[config.mk]
export PLATFORM = sky130hd
export DESIGN_NAME = intpol2_iq_stream_out
export DESIGN_NICKNAME = d
export VERILOG_FILES = /design/src/rtl/intpol2_iq_stream_out.sv
export SDC_FILE = /design/constraint.sdc
export NUM_CORES = 1
export LEC_CHECK = 0
export CORE_MARGIN = 2
export CORE_UTILIZATION = 44
export CTS_BUF_LIST = sky130_fd_sc_hd__clkbuf_16
export DETAILED_ROUTE_END_ITERATION = 16
export GPL_TIMING_DRIVEN = 0
export HOLD_SLACK_MARGIN = 0.06
export PLACE_DENSITY = 0.68
export SYNTH_ARGS = -nofsm -noshare
export SYNTH_HDL_FRONTEND = slang
export SYNTH_SLANG_ARGS = --single-unit
[constraint.sdc]
create_clock -name i_clk -period 8.7 [get_ports i_clk]
set_clock_uncertainty 0.05 [all_clocks]
set_input_delay 2.61 -clock i_clk [delete_from_list [all_inputs] [get_ports i_clk]]
set_output_delay 2.61 -clock i_clk [all_outputs]
set_load 0.02 [all_outputs]
[src/rtl/intpol2_iq_stream_out.sv]
// -----------------------------------------------------------------------------
// intpol2_iq_stream_out
//
// Drain stage of the quadratic IQ interpolator. Pops I/Q pairs from the output
// FIFO pair through a shared read enable and presents each pair as one packed
// {Q,I} word on a valid/ready stream. A frame carries a programmable number of
// words; the final word is flagged with o_m_last and followed by a one-cycle
// o_done pulse. A frame length of 0 streams continuously.
//
// A 2-entry skid buffer absorbs the one-cycle FIFO read latency. The word of
// an in-flight read is shown on the stream in the cycle its data arrives; if
// the consumer does not take it, it is parked in the buffer. This keeps one
// word per cycle in steady state with at most two words issued but not taken.
//
// Ports
//   i_clk        clock, rising edge
//   i_rstn       asynchronous active-low reset
//   i_start      1-cycle pulse, begins a frame (only honoured in IDLE)
//   i_abort      return to IDLE next cycle, discard held and in-flight data
//   i_frame_len  words per frame, sampled on i_start; 0 = continuous
//   i_empty      OR of the I/Q output-FIFO empty flags
//   i_fifo_i     I sample from FIFO, valid the cycle after o_re_fifo
//   i_fifo_q     Q sample from FIFO, valid the cycle after o_re_fifo
//   o_re_fifo    read enable to both output FIFOs
//   o_m_data     packed stream word {Q, I}
//   o_m_valid    stream word valid
//   i_m_ready    consumer ready; a word is taken on o_m_valid & i_m_ready
//   o_m_last     final word of a non-continuous frame
//   o_done       1-cycle pulse after the final word was taken
//   o_busy       frame in progress (RUN or DRAIN)
//   o_count      words taken in the current frame, wraps
// -----------------------------------------------------------------------------
module intpol2_iq_stream_out #(
    parameter int DATA_WIDTH = 16,
    parameter int LEN_WIDTH  = 16
) (
    input  logic                    i_clk,
    input  logic                    i_rstn,
    input  logic                    i_start,
    input  logic                    i_abort,
    input  logic [LEN_WIDTH-1:0]    i_frame_len,
    input  logic                    i_empty,
    input  logic [DATA_WIDTH-1:0]   i_fifo_i,
    input  logic [DATA_WIDTH-1:0]   i_fifo_q,
    output logic                    o_re_fifo,
    output logic [2*DATA_WIDTH-1:0] o_m_data,
    output logic                    o_m_valid,
    input  logic                    i_m_ready,
    output logic                    o_m_last,
    output logic                    o_done,
    output logic                    o_busy,
    output logic [LEN_WIDTH-1:0]    o_count
);

    typedef enum logic [1:0] {
        S_IDLE  = 2'd0,
        S_RUN   = 2'd1,
        S_DRAIN = 2'd2,
        S_DONE  = 2'd3
    } state_t;

    state_t                  r_state;
    state_t                  w_state_next;
    logic [LEN_WIDTH-1:0]    r_len;
    logic [LEN_WIDTH-1:0]    r_issued;
    logic [LEN_WIDTH-1:0]    r_count;
    logic                    r_inflight;
    logic [1:0]              r_occ;
    logic                    r_wr_ptr;
    logic                    r_rd_ptr;

    logic                    w_len_zero;
    logic                    w_issue_ok;
    logic                    w_credit;
    logic                    w_re;
    logic                    w_buf_nonempty;
    logic                    w_valid;
    logic                    w_accept;
    logic                    w_last;
    logic                    w_push;
    logic                    w_pop;
    logic                    w_start_ok;
    logic [2*DATA_WIDTH-1:0] w_fifo_word;
    logic [2*DATA_WIDTH-1:0] w_buf_head;

    assign w_fifo_word    = {i_fifo_q, i_fifo_i};
    assign w_len_zero     = (r_len == '0);
    assign w_issue_ok     = w_len_zero || (r_issued < r_len);
    // Held words plus the outstanding read may never exceed the buffer depth.
    assign w_credit       = ((r_occ + {1'b0, r_inflight}) < 2'd2);
    assign w_re           = (r_state == S_RUN) && !i_empty && !i_abort && w_credit && w_issue_ok;

    assign w_buf_nonempty = (r_occ != 2'd0);
    assign w_valid        = w_buf_nonempty || r_inflight;
    assign w_accept       = w_valid && i_m_ready;
    assign w_last         = w_valid && !w_len_zero && (r_count == (r_len - LEN_WIDTH'(1)));
    // Arriving data goes into the buffer unless it was taken straight off the bus.
    assign w_push         = r_inflight && !(w_accept && !w_buf_nonempty);
    assign w_pop          = w_accept && w_buf_nonempty;
    assign w_start_ok     = (r_state == S_IDLE) && i_start && !i_abort;

    // Skid buffer storage: data registers only, their content is qualified by r_occ.
    genvar gi;
    generate
        for (gi = 0; gi < 2; gi++) begin : g_buf
            logic [2*DATA_WIDTH-1:0] r_entry;
            always_ff @(posedge i_clk) begin
                if (w_push && !i_abort && (r_wr_ptr == 1'(gi))) begin
                    r_entry <= w_fifo_word;
                end
            end
        end
    endgenerate

    assign w_buf_head = r_rd_ptr ? g_buf[1].r_entry : g_buf[0].r_entry;

    // Older buffered word has priority; otherwise show the arriving FIFO word.
    always_comb begin
        o_m_data = '0;
        if (w_buf_nonempty) begin
            o_m_data = w_buf_head;
        end else if (r_inflight) begin
            o_m_data = w_fifo_word;
        end
    end

    // Next-state logic
    always_comb begin
        w_state_next = r_state;
        case (r_state)
            S_IDLE: begin
                if (i_start) begin
                    w_state_next = S_RUN;
                end
            end
            S_RUN: begin
                // Leave RUN as the final read is issued so its word is drained in DRAIN.
                if (w_re && !w_len_zero && ((r_issued + LEN_WIDTH'(1)) == r_len)) begin
                    w_state_next = S_DRAIN;
                end
            end
            S_DRAIN: begin
                if (w_accept && w_last) begin
                    w_state_next = S_DONE;
                end
            end
            S_DONE: begin
                w_state_next = S_IDLE;
            end
            default: begin
                w_state_next = S_IDLE;
            end
        endcase
        if (i_abort) begin
            w_state_next = S_IDLE;
        end
    end

    always_ff @(posedge i_clk or negedge i_rstn) begin
        if (!i_rstn) begin
            r_state    <= S_IDLE;
            r_len      <= '0;
            r_issued   <= '0;
            r_count    <= '0;
            r_inflight <= 1'b0;
            r_occ      <= 2'd0;
            r_wr_ptr   <= 1'b0;
            r_rd_ptr   <= 1'b0;
        end else begin
            r_state <= w_state_next;

            if (i_abort) begin
                r_inflight <= 1'b0;
                r_occ      <= 2'd0;
                r_wr_ptr   <= 1'b0;
                r_rd_ptr   <= 1'b0;
            end else begin
                r_inflight <= w_re;
                r_occ      <= r_occ + {1'b0, w_push} - {1'b0, w_pop};
                if (w_push) begin
                    r_wr_ptr <= ~r_wr_ptr;
                end
                if (w_pop) begin
                    r_rd_ptr <= ~r_rd_ptr;
                end
            end

            if (w_start_ok) begin
                r_len    <= i_frame_len;
                r_issued <= '0;
                r_count  <= '0;
            end else begin
                if (w_re) begin
                    r_issued <= r_issued + LEN_WIDTH'(1);
                end
                if (w_accept) begin
                    r_count <= r_count + LEN_WIDTH'(1);
                end
            end
        end
    end

    assign o_re_fifo = w_re;
    assign o_m_valid = w_valid;
    assign o_m_last  = w_last;
    assign o_done    = (r_state == S_DONE);
    assign o_busy    = (r_state == S_RUN) || (r_state == S_DRAIN);
    assign o_count   = r_count;

endmodule

# Word level (Yosys, flattened, before mapping)
# Cells that the tools add are included.
[op_classes] add_sub_neg=6 order_cmp=2 n_eq_ne=8 mux=18 bitwise_logic=2 reduce_logical=34
[ops] op="$mux W32" n=3
[ops] op="$mux W16" n=4
[ops] op="$add A16 B1 Y16 const B" n=2
[ops] op="$eq A16 B16 Y1" n=2
[ops] op="$logic_and A1 B1 Y1" n=18
[ops] op="$logic_not A16 Y1" n=1
[ops] op="$lt A16 B16 Y1" n=1
[ops] op="$sub A16 B1 Y16 const B" n=1
[ops] op="$mux W2" n=5
[ops] op="$reduce_bool A2 Y1" n=5
[ops] op="$pmux W2 S4" n=1
[ops] op="$ne A3 B3 Y1 const B" n=2
[ops] op="$logic_not A1 Y1" n=5
[ops] op="$mux W1" n=5
[ops] op="$add A2 B1 Y2" n=2
[ops] op="$eq A2 B2 Y1 const B" n=2
[ops] op="$logic_or A1 B1 Y1" n=3
[ops] op="$ne A3 B2 Y1 const B" n=1
[ops] op="$reduce_and A3 Y1" n=1
[ops] op="$eq A2 B1 Y1 const B" n=1
[ops] op="$logic_not A2 Y1" n=1
[ops] op="$lt A2 B2 Y1 const B" n=1
[ops] op="$not A1 Y1" n=2
[ops] op="$sub A2 B1 Y2" n=1
[totals] register_bits=119 in_bits=54 output_inout_bits=53 elab_cells=80

# Longest topological paths before layout
# Gate-level depths: netlist (run 1).
[depth] ltp_word=10 mapped_depth=12

# Worst setup path after synthesis (run 1)
# OpenSTA, ideal clock, no wires.
[synth_timing] kind="input-to-output" from="input i_empty" to="output o_re_fifo" arrival_time_ns=3.609 required_ns=6.040 path_slack_ns=2.431 path_stages=6 n_path_buf=1 path_cell_list="o21bai_1 > a211oi_1 > a31oi_1 > nand2b_1 > clkbuf_1 > inv_1"
[synth_between] elab_chain_cells=5
[synth_rtl] item="start, declared" line="42" rtl="input logic i_empty,"
[synth_rtl] item="$logic_not A1 Y1" line="91" rtl="assign w_re = (r_state == S_RUN) && !i_empty && !i_abort && w_credit && w_issue_ok;"
[synth_rtl] item="$logic_and A1 B1 Y1 (4 in a row)" line="91"
[synth_rtl] item="end, declared" line="45" rtl="output logic o_re_fifo,"
# No other way between the ends.

# Worst setup path in the final report (run 1)
# Same ends and word-level chain as after synthesis.

==> metrics.json, run 1 <==
{
  "worstReg2RegEnd": {"value": "r_issued[4]"},
  "drt_pre_antenna_iters": {"value": 6},
  "die_area": {"value": 16360, "unit": "sq um"},
  "max_rail_drop_vdd": {"value": 0.0001607, "unit": "V"},
  "postSynth.topFlopCell": {"value": "sky130_fd_sc_hd__edfxtp_1"},
  "insertion_delay": {"value": 0.42, "unit": "ns"},
  "synth_adder_area_share": {"value": 4.964, "unit": "%"},
  "gp_congestion": {"value": 0.9355},
  "die_w": {"value": 127.9, "unit": "microns"},
  "syn-instance-count": {"value": 669},
  "post-synth-top-area-cell": {"value": "sky130_fd_sc_hd__edfxtp_1"},
  "hold_path.class": {"value": "flop to flop"},
  "timing.critical_path.to": {"value": "o_re_fifo"},
  "postCtsResizedCells": {"value": 0},
  "setup_viol": {"value": 0},
  "p_leak": {"value": 3.277, "unit": "nW"},
  "ys_seq_area_share": {"value": 48.82, "unit": "%"},
  "antenna_cells": {"value": 0},
  "top_layer": {"value": "met4"},
  "number_of_nets_in_the_layout": {"value": 881},
  "synthesis_warning_total": {"value": 0},
  "clock.fmax": {"value": 0.1316, "unit": "GHz"},
  "grt_pass1_vias": {"value": 5499},
  "grt_antenna_before_repair": {"value": 0},
  "post_place_setup_slack": {"value": 1.160, "unit": "ns"},
  "detail_route.drc_violations": {"value": 0},
  "portBuffers": {"value": 106},
  "placeable_area": {"value": 15090, "unit": "sq um"},
  "drtAntennaViolNets": {"value": 0},
  "cts_setup_buffers": {"value": 0},
  "synth_top_area_share": {"value": 28.45, "unit": "%"},
  "netlist_area": {"value": 6755, "unit": "sq um"},
  "worst_setup_path_startpoint": {"value": "i_empty"},
  "area.growth.synth_to_final": {"value": 29.21, "unit": "%"},
  "mappedNetlistNets": {"value": 749},
  "grt_first_pass_wirelength": {"value": 28.21, "unit": "mm"},
  "die_height": {"value": 127.9, "unit": "microns"},
  "synthesis.area_per_instance": {"value": 10.10, "unit": "sq um"},
  "grt_start_max_net_pins": {"value": 37},
  "timing.final.max_slew_violations": {"value": 0},
  "run_status": {"value": "completed"},
  "ports_placed_on_the_boundary": {"value": 107},
  "holdBufCountCts": {"value": 0},
  "routed_via_density": {"value": 5.593},
  "drt-initial-drc-count": {"value": 449},
  "num_clock_sinks": {"value": 119},
  "cellPowerDensity": {"value": 297.3, "unit": "nW/um^2"},
  "global_route.usage.total": {"value": 22.34, "unit": "%"},
  "drv.max_cap_violation_count": {"value": 0},
  "min_period": {"value": 7.596, "unit": "ns"},
  "synth.distinct_cells": {"value": 57},
  "worstRegToRegCells": {"value": 11},
  "setup.worst_path.start_class": {"value": "input port"},
  "rsz_0062_raised_after_global_routing": {"value": "false"},
  "worstPathMaxFanout": {"value": 10},
  "final_critical_path_setup_slack": {"value": 1.104, "unit": "ns"},
  "start_util": {"value": 44.77, "unit": "%"},
  "buffer_depth_of_the_longest_clock_path": {"value": 2},
  "synth-seq-cells": {"value": 119},
  "fin_tns_setup": {"value": 0, "unit": "ns"},
  "total_routed_wirelength": {"value": 17.80, "unit": "mm"},
  "worst_pin_slew": {"value": 0.8190, "unit": "ns"},
  "synth_edf_count": {"value": 64},
  "cts.root.buffer_cell": {"value": "sky130_fd_sc_hd__clkbuf_16"},
  "cts_inserted_buffers": {"value": 17},
  "final_layout_size_suffix_gt1_share": {"value": 7.617, "unit": "%"},
  "worst-r2r-setup-slack": {"value": 5.34, "unit": "ns"},
  "clk_pin_slew_worst_setup_hold_paths": {"value": 0.06, "unit": "ns"},
  "floorplan.rows": {"value": 45},
  "synth_compound_gate_area_share": {"value": 9.909, "unit": "%"},
  "final.period_utilization": {"value": 87.31, "unit": "%"},
  "wl_met1": {"value": 7.933, "unit": "mm"},
  "post_synth_mux_area_share": {"value": 5.186, "unit": "%"},
  "wire_per_inst": {"value": 17.76, "unit": "microns"},
  "crit_end_category": {"value": "output pin"},
  "synth_top_family_by_area": {"value": "simple AND/OR/NAND/NOR gates"},
  "met3_wirelength": {"value": 965, "unit": "microns"},
  "cp_data_required_time": {"value": 6.04, "unit": "ns"},
  "htree_num_levels": {"value": 4},
  "slew-limit-headroom": {"value": 45.16, "unit": "%"},
  "cts_tree": {"value": "yes"},
  "post-dp-hpwl": {"value": 13.28, "unit": "mm"},
  "met2_wl": {"value": 8.593, "unit": "mm"},
  "gr-total-overflow": {"value": 0},
  "rr_startpoint": {"value": "r_len[13]"},
  "critical_path_arrival": {"value": 4.94, "unit": "ns"},
  "synth_top_cells_by_area": {"value": "sky130_fd_sc_hd__edfxtp_1 28%, sky130_fd_sc_hd__dfrtp_1 20%, sky130_fd_sc_hd__xnor2_1 5.7%, sky130_fd_sc_hd__mux2i_1 5.2%, sky130_fd_sc_hd__o21ai_0 4.9%"},
  "crit_type": {"value": "input port to output pin"},
  "post_synth_xor_area_fraction": {"value": 8.891, "unit": "%"},
  "timing.final.hold_violations": {"value": 0},
  "synth-async-reset-ratio": {"value": 46.22, "unit": "%"},
  "synth_simple_gate_area_share": {"value": 17.86, "unit": "%"},
  "vias_post_dr": {"value": 5604}
}
[power by group]
group	switching, W	total [W]	internal (W)	leakage [nW]
combinational	0.000703	0.00119	0.000489	1.68
clock	0.000267	0.000689	0.000421	0.279
sequential	0.0000562	0.000714	0.000658	1.31
total	0.00103	0.00260	0.00157	3.28
[metal layers]
| metal | GRT usage, % | vias up |
|---|---|---|
| li1 | - | 2661 |
| met1 | 28.98 | 2733 |
| met2 | 37.09 | 183 |
| met3 | 5.008 | 27 |
| met4 | 7.628 | 0 |
| met5 | 0 | - |
[cell type report]
| type | count | area (sq um) |
|---|---|---|
| Buffer | 47 | 190.2 |
| Sequential cell | 119 | 3298 |
| Multi-Input combinational cell | 475 | 3172 |
| Inverter | 28 | 105.1 |
| Clock buffer | 17 | 425.4 |
| Fill cell | 1277 | 6361 |
| Timing Repair Buffer | 113 | 1147 |
| Clock inverter | 15 | 155.1 |
| Tap cell | 188 | 235.2 |
[cell usage after synthesis, types with 22 or more instances]
library cell / instances
sky130_fd_sc_hd__ha_1: 26
sky130_fd_sc_hd__edfxtp_1: 64
sky130_fd_sc_hd__dfrtp_1: 55
sky130_fd_sc_hd__o21ai_0: 66
sky130_fd_sc_hd__nor2_1: 41
sky130_fd_sc_hd__inv_1: 28
sky130_fd_sc_hd__xor2_1: 22
sky130_fd_sc_hd__nand2_1: 44
sky130_fd_sc_hd__xnor2_1: 44
sky130_fd_sc_hd__mux2i_1: 35
sky130_fd_sc_hd__clkbuf_1: 31
sky130_fd_sc_hd__nand3_1: 49
[registers in the layout, summed over array words and instances (netlist names)]
register	cells
g_buf.r_entry	64
o_count	16
r_inflight	1
r_issued	16
r_len	16
r_occ	2
r_rd_ptr	1
r_state	2
r_wr_ptr	1
[through the flow]
step	hold slack (ns)	area (sq um)	total power [W]	instances	util, %
4_1_cts	0.5563	8728	0.002600	1002	57.84
3_3_place_gp	0.4892	8051	0.001876	963	53.36
3_5_place_dp	0.5365	8148	0.001908	970	54.00
2_1_floorplan	0.4693	6755	0.001480	669	-
6_report	0.5486	8728	0.002595	1002	57.84
5_1_grt	0.5902	8728	0.002741	1002	57.84
[layout by cell type, fill, tap and decap left out, drive strengths merged, types with 8 or more instances in the layout]
cell and n:
xor2 22, nand3 49, nand4 14, nand2 45
xnor2 44, edfxtp 64, and3 9, clkinv 8
or3 12, nor3 17, nor4 9, buf 24
inv 30, clkbuf 48, nor2 42, dfrtp 55
ha 26, a21oi 18, mux2i 35, clkdlybuf4s50 105
o21ai 68
[worst min-delay path by stage]
stage                 startpoint            to  slack, ns  cells after the start
floorplan               r_wr_ptr      r_wr_ptr       0.47                      2
global placement        r_wr_ptr      r_wr_ptr       0.49                      2
detailed placement  r_issued[15]  r_issued[15]       0.54                      2
CTS                 r_issued[15]  r_issued[15]       0.56                      2
global route        r_issued[15]  r_issued[15]       0.59                      2
finish              r_issued[15]  r_issued[15]       0.55                      2
[critical path, cell delays in order]
cell and delay (ns):
sky130_fd_sc_hd__clkdlybuf4s50_1 0.45, sky130_fd_sc_hd__o21bai_1 0.20, sky130_fd_sc_hd__nor3_1 0.11, sky130_fd_sc_hd__a31oi_1 0.20, sky130_fd_sc_hd__nand2b_1 0.25, sky130_fd_sc_hd__clkbuf_1 0.41, sky130_fd_sc_hd__inv_1 0.12, sky130_fd_sc_hd__clkdlybuf4s50_1 0.57
[kinds of logic after synthesis]
group / after synthesis
compound gates: 116
xor+xnor: 67
fa+ha+maj: 27
buf+inv: 75
flops: 119
mux: 35
simple gates: 230
(Power assumes the default switching activity.)
==> inputs of run 2 (changes only) <==
--- a/config.mk
+++ b/config.mk
@@ -5,13 +5,16 @@
 export SDC_FILE = /design/constraint.sdc
 export NUM_CORES = 1
 export LEC_CHECK = 0
+export CELL_PAD_IN_SITES_DETAIL_PLACEMENT = 1
+export CELL_PAD_IN_SITES_GLOBAL_PLACEMENT = 1
 export CORE_MARGIN = 2
 export CORE_UTILIZATION = 44
 export CTS_BUF_LIST = sky130_fd_sc_hd__clkbuf_16
 export DETAILED_ROUTE_END_ITERATION = 16
 export GPL_TIMING_DRIVEN = 0
 export HOLD_SLACK_MARGIN = 0.06
-export PLACE_DENSITY = 0.68
+export PLACE_DENSITY_LB_ADDON = 0.1
+export SKIP_CTS_REPAIR_TIMING = 1
 export SYNTH_ARGS = -nofsm -noshare
 export SYNTH_HDL_FRONTEND = slang
 export SYNTH_SLANG_ARGS = --single-unit
==> run 2 against run 1 <==
Compared with the run above:
- non-clock buffer count stayed put
- via count fell by 0.70%
- combinational power is 3% higher
- clock power decreased by 6.0%
- wire length increased by 11%
- total power about the same
- global-route usage increased by 3.1 points
- die area unchanged
- highest routed layer unchanged
==> metrics.json, run 2 (synthesis gave the netlist of run 1 again) <==
{
  "grt_start_max_net_pins": {"value": 37},
  "grt_antenna_before_repair": {"value": 0},
  "worst_pin_slew": {"value": 0.8257, "unit": "ns"},
  "layout.filler_cells": {"value": 1682},
  "drt_pre_antenna_iters": {"value": 5},
  "critical_path_arrival": {"value": 5.01, "unit": "ns"},
  "dpl-instance-area": {"value": 8144, "unit": "sq um"},
  "critical_path.most_common_cell": {"value": "sky130_fd_sc_hd__clkdlybuf4s50_1"},
  "layout.cells.most_common": {"value": "sky130_fd_sc_hd__clkdlybuf4s50_1"},
  "antenna_cells": {"value": 0},
  "portBuffers": {"value": 106},
  "start_util": {"value": 44.77, "unit": "%"},
  "insertion_delay": {"value": 0.43, "unit": "ns"},
  "crit_type": {"value": "input port to output pin"},
  "number_of_nets_in_the_layout": {"value": 881},
  "timing.final.max_slew_violations": {"value": 0},
  "gp_congestion": {"value": 0.8988},
  "drt-initial-drc-count": {"value": 244},
  "worst-r2r-setup-slack": {"value": 5.27, "unit": "ns"},
  "global_route.usage.total": {"value": 25.44, "unit": "%"},
  "post-layout-total-power": {"value": 0.002598, "unit": "W"},
  "crit_end_category": {"value": "output pin"},
  "total_routed_wirelength": {"value": 19.83, "unit": "mm"},
  "fin_tns_setup": {"value": 0, "unit": "ns"},
  "p_leak": {"value": 3.257, "unit": "nW"},
  "final_cell_area": {"value": 8682, "unit": "sq um"},
  "worstPathMaxFanout": {"value": 10},
  "drtAntennaViolNets": {"value": 0},
  "wire_per_inst": {"value": 19.79, "unit": "microns"},
  "cts_tree": {"value": "yes"},
  "hold_path.class": {"value": "flop to flop"},
  "seq_area": {"value": 3298, "unit": "sq um"},
  "max_rail_drop_vdd": {"value": 0.0001525, "unit": "V"},
  "mostFrequentLayoutCells": {"value": "105 x sky130_fd_sc_hd__clkdlybuf4s50_1, 66 x sky130_fd_sc_hd__o21ai_0, 64 x sky130_fd_sc_hd__edfxtp_1"},
  "slew-limit-headroom": {"value": 44.95, "unit": "%"},
  "crit_path_top_delay_cell": {"value": "sky130_fd_sc_hd__clkdlybuf4s50_1"},
  "max_flop_register": {"value": "g_buf.r_entry"},
  "vias_post_dr": {"value": 5565},
  "gr-total-overflow": {"value": 0},
  "power.share.sequential": {"value": 27.8, "unit": "%"},
  "ports_placed_on_the_boundary": {"value": 107},
  "timing.final.hold_violations": {"value": 0},
  "buffer_depth_of_the_longest_clock_path": {"value": 2},
  "die_w": {"value": 127.9, "unit": "microns"},
  "post-dp-hpwl": {"value": 14.74, "unit": "mm"},
  "drv.max_cap_violation_count": {"value": 0},
  "grt_pass1_vias": {"value": 5936},
  "area.growth.synth_to_final": {"value": 28.52, "unit": "%"},
  "die_area": {"value": 16360, "unit": "sq um"},
  "die_height": {"value": 127.9, "unit": "microns"},
  "p_sw_share": {"value": 40.84, "unit": "%"},
  "share_comb_of_total_power": {"value": 47.3, "unit": "%"},
  "min_period": {"value": 7.670, "unit": "ns"},
  "cts.root.buffer_cell": {"value": "sky130_fd_sc_hd__clkbuf_16"},
  "cp_data_required_time": {"value": 6.04, "unit": "ns"},
  "multiInputGateArea": {"value": 3172, "unit": "sq um"},
  "placeable_area": {"value": 15090, "unit": "sq um"},
  "detail_route.drc_violations": {"value": 0},
  "clock.fmax": {"value": 0.1304, "unit": "GHz"},
  "final.period_utilization": {"value": 88.16, "unit": "%"},
  "critical-path-max-stage-delay": {"value": 0.56, "unit": "ns"},
  "setup.worst_path.start_class": {"value": "input port"},
  "final_layout_size_suffix_gt1_share": {"value": 7.002, "unit": "%"},
  "rsz_0062_raised_after_global_routing": {"value": "false"},
  "largest_register_ff_count": {"value": 64},
  "finish.utilization": {"value": 57.54, "unit": "%"},
  "num_clock_sinks": {"value": 119},
  "pwr-share-clk": {"value": 25.0, "unit": "%"},
  "p_int": {"value": 0.001537, "unit": "W"},
  "timing.hold.ws": {"value": 0.5597, "unit": "ns"},
  "run_status": {"value": "completed"},
  "routed_via_density": {"value": 5.554},
  "grt_first_pass_wirelength": {"value": 32.11, "unit": "mm"},
  "cts_inserted_buffers": {"value": 17},
  "p_switching": {"value": 0.001061, "unit": "W"},
  "clk_pin_slew_worst_setup_hold_paths": {"value": 0.06, "unit": "ns"},
  "path_cells": {"value": "clkdlybuf4s50_1 -> o21bai_1 -> nor3_1 -> a31oi_1 -> nand2b_1 -> clkbuf_1 -> inv_1 -> clkdlybuf4s50_1"},
  "setup_viol": {"value": 0},
  "cellPowerDensity": {"value": 299.2, "unit": "nW/um^2"},
  "htree_num_levels": {"value": 4},
  "floorplan.rows": {"value": 45}
}
-- run 2: worst paths after layout --
| check | from | cells after the start | to |
|---|---|---|---|
| min in group asynchronous | i_rstn | 1 | o_count[7] |
| max | i_empty | 8 | o_re_fifo |
| min reg2reg | o_count[15] | 2 | o_count[15] |
| max in group asynchronous | i_rstn | 2 | r_issued[1] |
| max reg2reg | r_len[13] | 12 | r_issued[2] |
| min | o_count[15] | 2 | o_count[15] |
-- run 2: critical path, delay by kind of cell --
kind / cells / cell delay (ns)
compound gates: 2 / 0.45
buf+inv: 4 / 1.60
simple gates: 2 / 0.34
-- run 2: final cells by class --
cell class | instances | share of cell area [%]
buffer | 47 | 2.191
clock buffer | 17 | 4.900
clock inverter | 15 | 1.297
inverter | 28 | 1.211
multi-input combinational | 475 | 36.53
sequential | 119 | 37.99
tap | 188 | 2.709
timing repair buffer | 113 | 13.17
-- run 2: metrics by stage --
stage	worst slack [ns]	std cells
6_report	1.030	1002
5_1_grt	0.8261	1002
2_1_floorplan	2.431	669
3_3_place_gp	0.9931	963
4_1_cts	1.011	1002
3_5_place_dp	1.022	970
-- run 2: power groups by stage --
| stage | Clock (W) | Sequential [W] | Combinational [W] |
|---|---|---|---|
| floorplan | 0 | 0.000714 | 0.000767 |
| global placement | 0 | 0.000727 | 0.00117 |
| detailed placement | 0 | 0.000731 | 0.00122 |
| CTS | 0.000661 | 0.000721 | 0.00124 |
| global route | 0.000681 | 0.000729 | 0.00133 |
| finish | 0.000648 | 0.000721 | 0.00123 |
-- run 2: metal layers --
layer,wire length (microns),vias to the layer above,GRT usage [%]
li1,-,2670,-
met1,8686,2755,31.95
met2,10110,119,44.29
met3,770,21,5.301
met4,258,0,7.628
met5,0,-,0
